$ cat src/rtl/eim_mem_arbiter.sv
// eim_mem_arbiter: round-robin arbiter with a bounded lock, giving the EIM host (A) and an internal
// agent (B) shared access to a single-port RAM with a registered read port.
module eim_mem_arbiter #(
  parameter int ADDR_W   = 8,
  parameter int DATA_W   = 8,
  parameter int LOCK_MAX = 4
) (
  input  logic              clk,
  input  logic              rst,
  input  logic              req_a,
  input  logic              req_b,
  input  logic              we_a,
  input  logic              we_b,
  input  logic [ADDR_W-1:0] addr_a,
  input  logic [ADDR_W-1:0] addr_b,
  input  logic [DATA_W-1:0] wdata_a,
  input  logic [DATA_W-1:0] wdata_b,
  input  logic              lock_a,
  input  logic              lock_b,
  output logic              ack_a,
  output logic              ack_b,
  output logic [DATA_W-1:0] rdata_a,
  output logic [DATA_W-1:0] rdata_b,
  output logic              mem_en,
  output logic              mem_we,
  output logic [ADDR_W-1:0] mem_addr,
  output logic [DATA_W-1:0] mem_wdata,
  input  logic [DATA_W-1:0] mem_rdata,
  output logic              busy
);

  localparam int CNT_W = $clog2(LOCK_MAX + 1) + 1;
  localparam logic [CNT_W-1:0] CNT_MAX = CNT_W'(LOCK_MAX);

  typedef enum logic [1:0] {IDLE, ISSUE, CAPTURE} state_t;

  state_t           state_q, state_d;
  logic             last_b_q;    // last_winner: 1 = B
  logic             win_b_q;     // owner of the transaction in flight
  logic             lock_vld_q;  // last winner was granted with its lock high
  logic [CNT_W-1:0] lock_cnt_q, lock_cnt_d;

  logic elig_a, elig_b, own_elig, oth_elig, own_ack, capped;
  logic grant, grant_b, win_lock;

  function automatic logic [CNT_W-1:0] sat_inc(input logic [CNT_W-1:0] c);
    return (c >= CNT_MAX) ? c : c + 1'b1;
  endfunction

  always_comb begin
    elig_a   = req_a & ~ack_a;
    elig_b   = req_b & ~ack_b;
    own_elig = last_b_q ? elig_b : elig_a;
    oth_elig = last_b_q ? elig_a : elig_b;
    own_ack  = last_b_q ? ack_b : ack_a;
    capped   = (lock_cnt_q >= CNT_MAX);
    grant    = 1'b0;
    grant_b  = 1'b0;
    state_d  = state_q;
    case (state_q)
      IDLE: begin
        // A locked owner cannot re-request during its own ack cycle, so that cycle is
        // reserved for it rather than handed to the other agent.
        if (lock_vld_q && !(capped && oth_elig)) begin
          if (own_elig) begin
            grant   = 1'b1;
            grant_b = last_b_q;
          end else if (!own_ack && oth_elig) begin
            grant   = 1'b1;
            grant_b = ~last_b_q;
          end
        end else if (elig_a && elig_b) begin
          grant   = 1'b1;
          grant_b = ~last_b_q;
        end else if (elig_a || elig_b) begin
          grant   = 1'b1;
          grant_b = elig_b;
        end
        if (grant) state_d = ISSUE;
      end
      ISSUE:   state_d = CAPTURE;
      CAPTURE: state_d = IDLE;
      default: state_d = IDLE;
    endcase

    win_lock = grant_b ? lock_b : lock_a;
    if (!win_lock)
      lock_cnt_d = '0;
    else if ((grant_b == last_b_q) && lock_vld_q)
      lock_cnt_d = sat_inc(lock_cnt_q);
    else
      lock_cnt_d = CNT_W'(1);
  end

  always_ff @(posedge clk or posedge rst) begin
    if (rst) begin
      state_q    <= IDLE;
      last_b_q   <= 1'b1;
      win_b_q    <= 1'b0;
      lock_vld_q <= 1'b0;
      lock_cnt_q <= '0;
      ack_a      <= 1'b0;
      ack_b      <= 1'b0;
      rdata_a    <= '0;
      rdata_b    <= '0;
      mem_en     <= 1'b0;
      mem_we     <= 1'b0;
      mem_addr   <= '0;
      mem_wdata  <= '0;
    end else begin
      state_q <= state_d;
      ack_a   <= 1'b0;
      ack_b   <= 1'b0;
      case (state_q)
        IDLE: begin
          if (grant) begin
            mem_en     <= 1'b1;
            mem_we     <= grant_b ? we_b : we_a;
            mem_addr   <= grant_b ? addr_b : addr_a;
            mem_wdata  <= grant_b ? wdata_b : wdata_a;
            win_b_q    <= grant_b;
            last_b_q   <= grant_b;
            lock_vld_q <= win_lock;
            lock_cnt_q <= lock_cnt_d;
          end
        end
        ISSUE: begin
          mem_en    <= 1'b0;
          mem_we    <= 1'b0;
          mem_addr  <= '0;
          mem_wdata <= '0;
        end
        CAPTURE: begin
          // Writes capture too; the requester simply ignores rdata.
          if (win_b_q) begin
            ack_b   <= 1'b1;
            rdata_b <= mem_rdata;
          end else begin
            ack_a   <= 1'b1;
            rdata_a <= mem_rdata;
          end
        end
        default: ;
      endcase
    end
  end

  assign busy = (state_q != IDLE);

endmodule

$ cat config.mk
export PLATFORM = sky130hd
export DESIGN_NAME = eim_mem_arbiter
export DESIGN_NICKNAME = d
export VERILOG_FILES = /design/src/rtl/eim_mem_arbiter.sv
export SDC_FILE = /design/constraint.sdc
export NUM_CORES = 1
export LEC_CHECK = 0
export BUFFER_PORTS_ARGS = -buffer_cell sky130_fd_sc_hd__buf_2
export CORE_MARGIN = 3
export CORE_UTILIZATION = 47
export DETAILED_ROUTE_END_ITERATION = 8
export HOLD_SLACK_MARGIN = 0.1
export PLACE_DENSITY = 0.84
export SLEW_MARGIN = 40
export SYNTH_ARGS = -nofsm -noshare
export SYNTH_HDL_FRONTEND = slang
export SYNTH_SLANG_ARGS = --single-unit
$ cat constraint.sdc
create_clock -name clk -period 3.6 [get_ports clk]
set_input_delay 0.36 -clock clk [delete_from_list [all_inputs] [get_ports clk]]
set_output_delay 0.36 -clock clk [all_outputs]
set_load 0.005 [all_outputs]
After elaboration in Yosys (flattened, before gate mapping)
Index checks and enable logic that the tools add are counted.
{"block": "classes", "n_lt_le_gt_ge": 1, "bitwise_logic": 6, "muxes": 37, "n_eq_ne": 6, "n_reduce_logical": 16, "add_sub_neg": 1}
{"operator": "$mux 8", "n": 4}
{"operator": "$pmux 8 s2", "n": 2}
{"operator": "$mux 1", "n": 24}
{"operator": "$mux 4", "n": 3}
{"operator": "$reduce_and 2->1", "n": 4}
{"operator": "$logic_and 1x1->1", "n": 5}
{"operator": "$add 4x1->4 const B", "n": 1}
{"operator": "$ge 4x3->1 const B", "n": 1}
{"operator": "$ne 2x2->1 const B", "n": 2}
{"operator": "$not 1->1", "n": 4}
{"operator": "$pmux 1 s2", "n": 2}
{"operator": "$pmux 2 s2", "n": 1}
{"operator": "$reduce_bool 2->1", "n": 2}
{"operator": "$ne 3x3->1 const B", "n": 1}
{"operator": "$reduce_and 3->1", "n": 1}
{"operator": "$and 1x1->1", "n": 2}
{"operator": "$eq 2x1->1 const B", "n": 1}
{"operator": "$eq 2x2->1 const B", "n": 1}
{"operator": "$logic_not 1->1", "n": 2}
{"operator": "$logic_not 2->1", "n": 1}
{"operator": "$mux 2", "n": 1}
{"operator": "$eq 1x1->1", "n": 1}
{"operator": "$logic_or 1x1->1", "n": 1}
{"block": "totals", "in_bits": 48, "reg_bits": 45, "elab_cells": 80, "out_inout_bits": 37}

Depth between registers and ports, before layout
{"block": "logic_depth", "word_depth": 12, "depth_mapped": 7, "depth_no_buf": 6}

Least setup slack after synthesis
Ideal clock, no wire load.
{"block": "synth_path", "kind": "register to register", "start": "reg state_q[0]", "end": "reg lock_cnt_q[0]", "required_ns": 3.472, "path_buffers": 0, "t_arrival_ns": 1.844, "setup_slack_ns": 1.629, "stages_incl_launch_ff": 6, "synth_period_minus_slack_ns": 1.971, "setup_time_ns": 0.128, "path_cell_list": "dfrtp_1 -> or4b_4 -> a31oi_4 -> a32oi_2 -> o32ai_2 -> mux2_1"}
{"block": "synth_between", "elab_chain_len": 6, "word_cells_on_any_way": 10, "classes_between": "eq/ne (2); mux (5); reduce/logical (3)"}
{"item": "start, declared", "line": "37", "text": "state_t state_q, state_d;"}
{"item": "start signal, assigned", "line": "111", "text": "state_q <= state_d;"}
{"item": "$logic_not 2->1 *", "line": "60, 114"}
{"item": "$mux 1", "line": "60", "text": "case (state_q)"}
{"item": "$eq 1x1->1", "line": "89", "text": "else if ((grant_b == last_b_q) && lock_vld_q)"}
{"item": "$logic_and 1x1->1", "line": "89"}
{"item": "$ne 3x3->1 (no source line) / $mux 4 (equally long branches)"}
{"item": "$reduce_and 3->1 (no source line) / $mux 4 (equally long branches)"}
{"item": "end signal, assigned", "line": "124", "text": "lock_cnt_q <= lock_cnt_d;"}
{"item": "end, declared", "line": "41", "text": "logic [CNT_W-1:0] lock_cnt_q, lock_cnt_d;"}
Every way passes the cells marked *; elsewhere a longest branch is shown, timed or not.
A chain may end at the register's enable or synchronous reset.

Final worst setup path
{"block": "layout_path", "start": "reg last_b_q", "end": "reg mem_wdata[0]"}
{"block": "layout_between", "elab_chain_len": 10, "word_cells_on_any_way": 24, "classes_between": "eq/ne (1); mux (16); bitwise (1); reduce/logical (6)"}
{"item": "start, declared", "line": "38", "text": "logic last_b_q;"}
{"item": "start signal, assigned", "line": "122", "text": "last_b_q <= grant_b;"}
{"item": "$mux 1", "line": "55", "text": "own_ack = last_b_q ? ack_b : ack_a;"}
{"item": "$logic_not 1->1", "line": "68", "text": "end else if (!own_ack && oth_elig) begin"}
{"item": "$logic_and 1x1->1", "line": "68"}
{"item": "$mux 1", "line": "68"}
{"item": "$mux 1", "line": "65", "text": "if (own_elig) begin"}
{"item": "$mux 1", "line": "64", "text": "if (lock_vld_q && !(capped && oth_elig)) begin"}
{"item": "$mux 1", "line": "60"}
{"item": "$mux 8 / $mux 1 (equally long branches)", "line": "120, 60"}
{"item": "$mux 8 / $ne 2x2->1 (equally long branches)"}
{"item": "$pmux 8 s2 / $reduce_and 2->1 (equally long branches)"}
{"item": "end signal, assigned", "line": "120", "text": "mem_wdata <= grant_b ? wdata_b : wdata_a;"}
{"item": "end, declared", "line": "27", "text": "output logic [DATA_W-1:0] mem_wdata,"}
Parallel ways exist; a longest one is shown, timed or not. The select of a mux whose other input is x is not followed.

==> impl_metrics.yaml <==
pwr:
  p_total_mw: 2.35
  p_int_mw: 1.45
  p_leak_nw: 1.51
  peakVddDrop_uv: 529
  switching_share_pct: 38.4
  seqPwrFrac_pct: 38.5
  p_comb_share_pct: 49.0
  p_sw_uw: 901
  p_clk_share_pct: 12.5
  p_per_area_nw_per_um2: 856
cts:
  clk_pin_slew_ns: 0.08
  cts_sinks: 45
  hold_buffers: 0
  cts_resized: 0
  h-tree-depth: 2
  cts_tree: "yes"
  cts_root_buf: "clkbuf_8"
  clk_latency_ns: 0.29
  numCtsBuffers: 5
  cts_buffer_depth: 2
  post_cts_buffers: 0
yosys:
  syn_avg_cell_area_um2: 11.4
  yosysTopAreaCellShare_pct: 50.0
  synth_async_sr_flop_share_pct: 100
  synth_cells: 193
  synth_adder_area_share_pct: 1.02
  synthXorXnorAreaFrac_pct: 0
  synth_top_family_by_area: "multiplexers"
  synth-compound-area-share_pct: 9.03
  syn_area_um2: 2200
  synth_mux_area_share_pct: 21.0
  yosys_warnings: 0
  ys_seq_elements: 45
  yosysSeqAreaShare_pct: 51.2
  synth_simple_gate_area_share_pct: 14.2
  synthDistinctLibCells: 43
  syn-num-nets: 242
  synth_edf_count: 0
  yosysTopAreaCell: "dfrtp_1"
  ys_top_cells_by_area: "dfrtp_1, mux2i_1, nand2_1, mux2_2, a221oi_4"
  ys.flop_type: "dfrtp_1"
floorplan:
  rows: 24
  pin_count: 85
  die_h_um: 74.5
  start_util_pct: 49.6
  dieArea_um2: 5550
  core-area_um2: 4440
  die_w_um: 74.5
worst_setup_path:
  cp.arrival_ns: 2.49
  critical_path_class: "flop to flop"
  cp_max_fo: 22
  start_kind: "flop"
  cp-end-kind: "flop"
  cp.required_ns: 3.81
global_routing:
  grt_pass1_vias: 1730
  grt_remaining_overflow: 0
  grt_pass1_wl_um: 7710
  antenna_found_initial: 0
  grt_start_max_net_pins: 46
  track_usage_pct: 17.9
placed_design:
  detailed_place_hpwl_um: 3490
  gp_congestion: 0.885
  dp_slack_ns: 1.31
  port_buffers: 84
timing:
  worst-slew-pin-transition_ns: 0.827
  skew_ns: 0.00477
  slew_viol_final: 0
  rsz0062_at_grt: "no"
  slew_headroom_pct: 44.9
  fin_crit_ns: 2.28
  max_freq_mhz: 439
  finalHoldViolCount: 0
  finalSetupTns_ns: 0
  setup_ws_ns: 1.32
  final-setup-viol-count: 0
  period_share_pct: 63.3
route:
  drtPass1Iterations: 4
  drc: 0
  routed_via_density: 5.22
  wl_per_cell_um: 14.2
  drt_iter0_markers: 70
  routed-via-count: 1734
  ant_nets: 0
  wirelength_um: 4720
job:
  maxCapViolations: 0
cells_and_area:
  layout_common_cells: "buf_2, dfrtp_1, nand2_1, mux2i_1, mux2_2"
  layout-drive-gt1-share_pct: 41.4
  nets: 328
  final_common_cell: "buf_2"
  syn2layout_area_growth_pct: 24.5
  num_antenna_cells: 0
status:
  status: "complete, no violations"
min_path:
  min_path_type: "input port to async pin"
-- power groups by stage --
stage | Clock, mW | Combinational, mW | Sequential [mW]
2_1_floorplan | 0 | 0.813 | 0.914
3_3_place_gp | 0 | 1.13 | 0.902
3_5_place_dp | 0 | 1.16 | 0.910
4_1_cts | 0.301 | 1.17 | 0.906
5_1_grt | 0.323 | 1.27 | 0.944
6_report | 0.293 | 1.15 | 0.905
-- registers in the layout, indices dropped and copies added (netlist names) --
name        count
mem_addr        8
mem_wdata       8
rdata_a         8
rdata_b         8
lock_cnt_q      4
state_q         2
ack_a           1
ack_b           1
last_b_q        1
lock_vld_q      1
mem_en          1
mem_we          1
win_b_q         1
-- layout make-up --
type	instances	area, um^2
well taps	52	65.1
clock buffers	6	72.6
fillers	376	1700
inverters	9	33.8
repair buffers	86	435
flip-flops and latches	45	1130
clock inverters	2	10.0
multi-input cells	132	998
-- metal layers --
| layer | global-route usage, % | part of all wire (%) |
|---|---|---|
| met5 | 0 | 0 |
| met4 | 3.95 | 0.93 |
| met3 | 3.65 | 4.5 |
| met2 | 30.6 | 53 |
| met1 | 23.6 | 42 |
-- worst paths after layout --
check | endpoint | slack, ns | cells past startpoint | startpoint
max in group asynchronous | mem_addr[4] | 3.02 | 3 | rst
min in group clk | rdata_b[0] | 0.27 | 3 | mem_rdata[0]
hold reg to reg | rdata_b[7] | 0.48 | 2 | rdata_b[7]
setup / recovery | mem_wdata[0] | 1.32 | 6 | last_b_q
hold / removal | rdata_a[5] | 0.20 | 3 | rst
setup reg to reg | mem_wdata[0] | 1.32 | 6 | last_b_q
-- worst max-delay path, stage by stage (launching register included) --
cell      delay [ns]
dfstp_2         0.61
inv_2           0.09
maj3_1          0.39
a221oi_4        0.32
nor2_2          0.10
inv_2           0.42
mux2i_1         0.25
-- kinds of logic after synthesis --
logic type / after synthesis
flip-flops: 45
multiplexers: 45
AO/OA/AOI/OAI: 20
buffers and inverters: 16
AND/OR/NAND/NOR: 65
adder cells (fa/ha/maj): 2
-- stage by stage --
step / hold slack (ns) / utilization, % / cells / instance area [um^2]
after floorplan: 0.465 / - / 193 / 2200
after global placement: 0.453 / 59.8 / 324 / 2660
after detailed placement: 0.458 / 59.9 / 324 / 2660
after CTS: 0.215 / 61.7 / 332 / 2740
after global routing: 0.247 / 61.7 / 332 / 2740
final: 0.196 / 61.7 / 332 / 2740
-- cells in the mapped netlist, types with 2 or more instances --
cell,instances
inv_2,2
nand2_1,44
mux2_2,8
mux2i_1,36
dfrtp_1,44
inv_1,6
nand2b_1,4
a21o_1,2
buf_6,2
or2_2,2
a21oi_1,2
nor3b_1,2
clkbuf_1,3
o21ai_0,3
nor2b_1,2
nor2_1,4
Power figures use the tool's default switching activity.
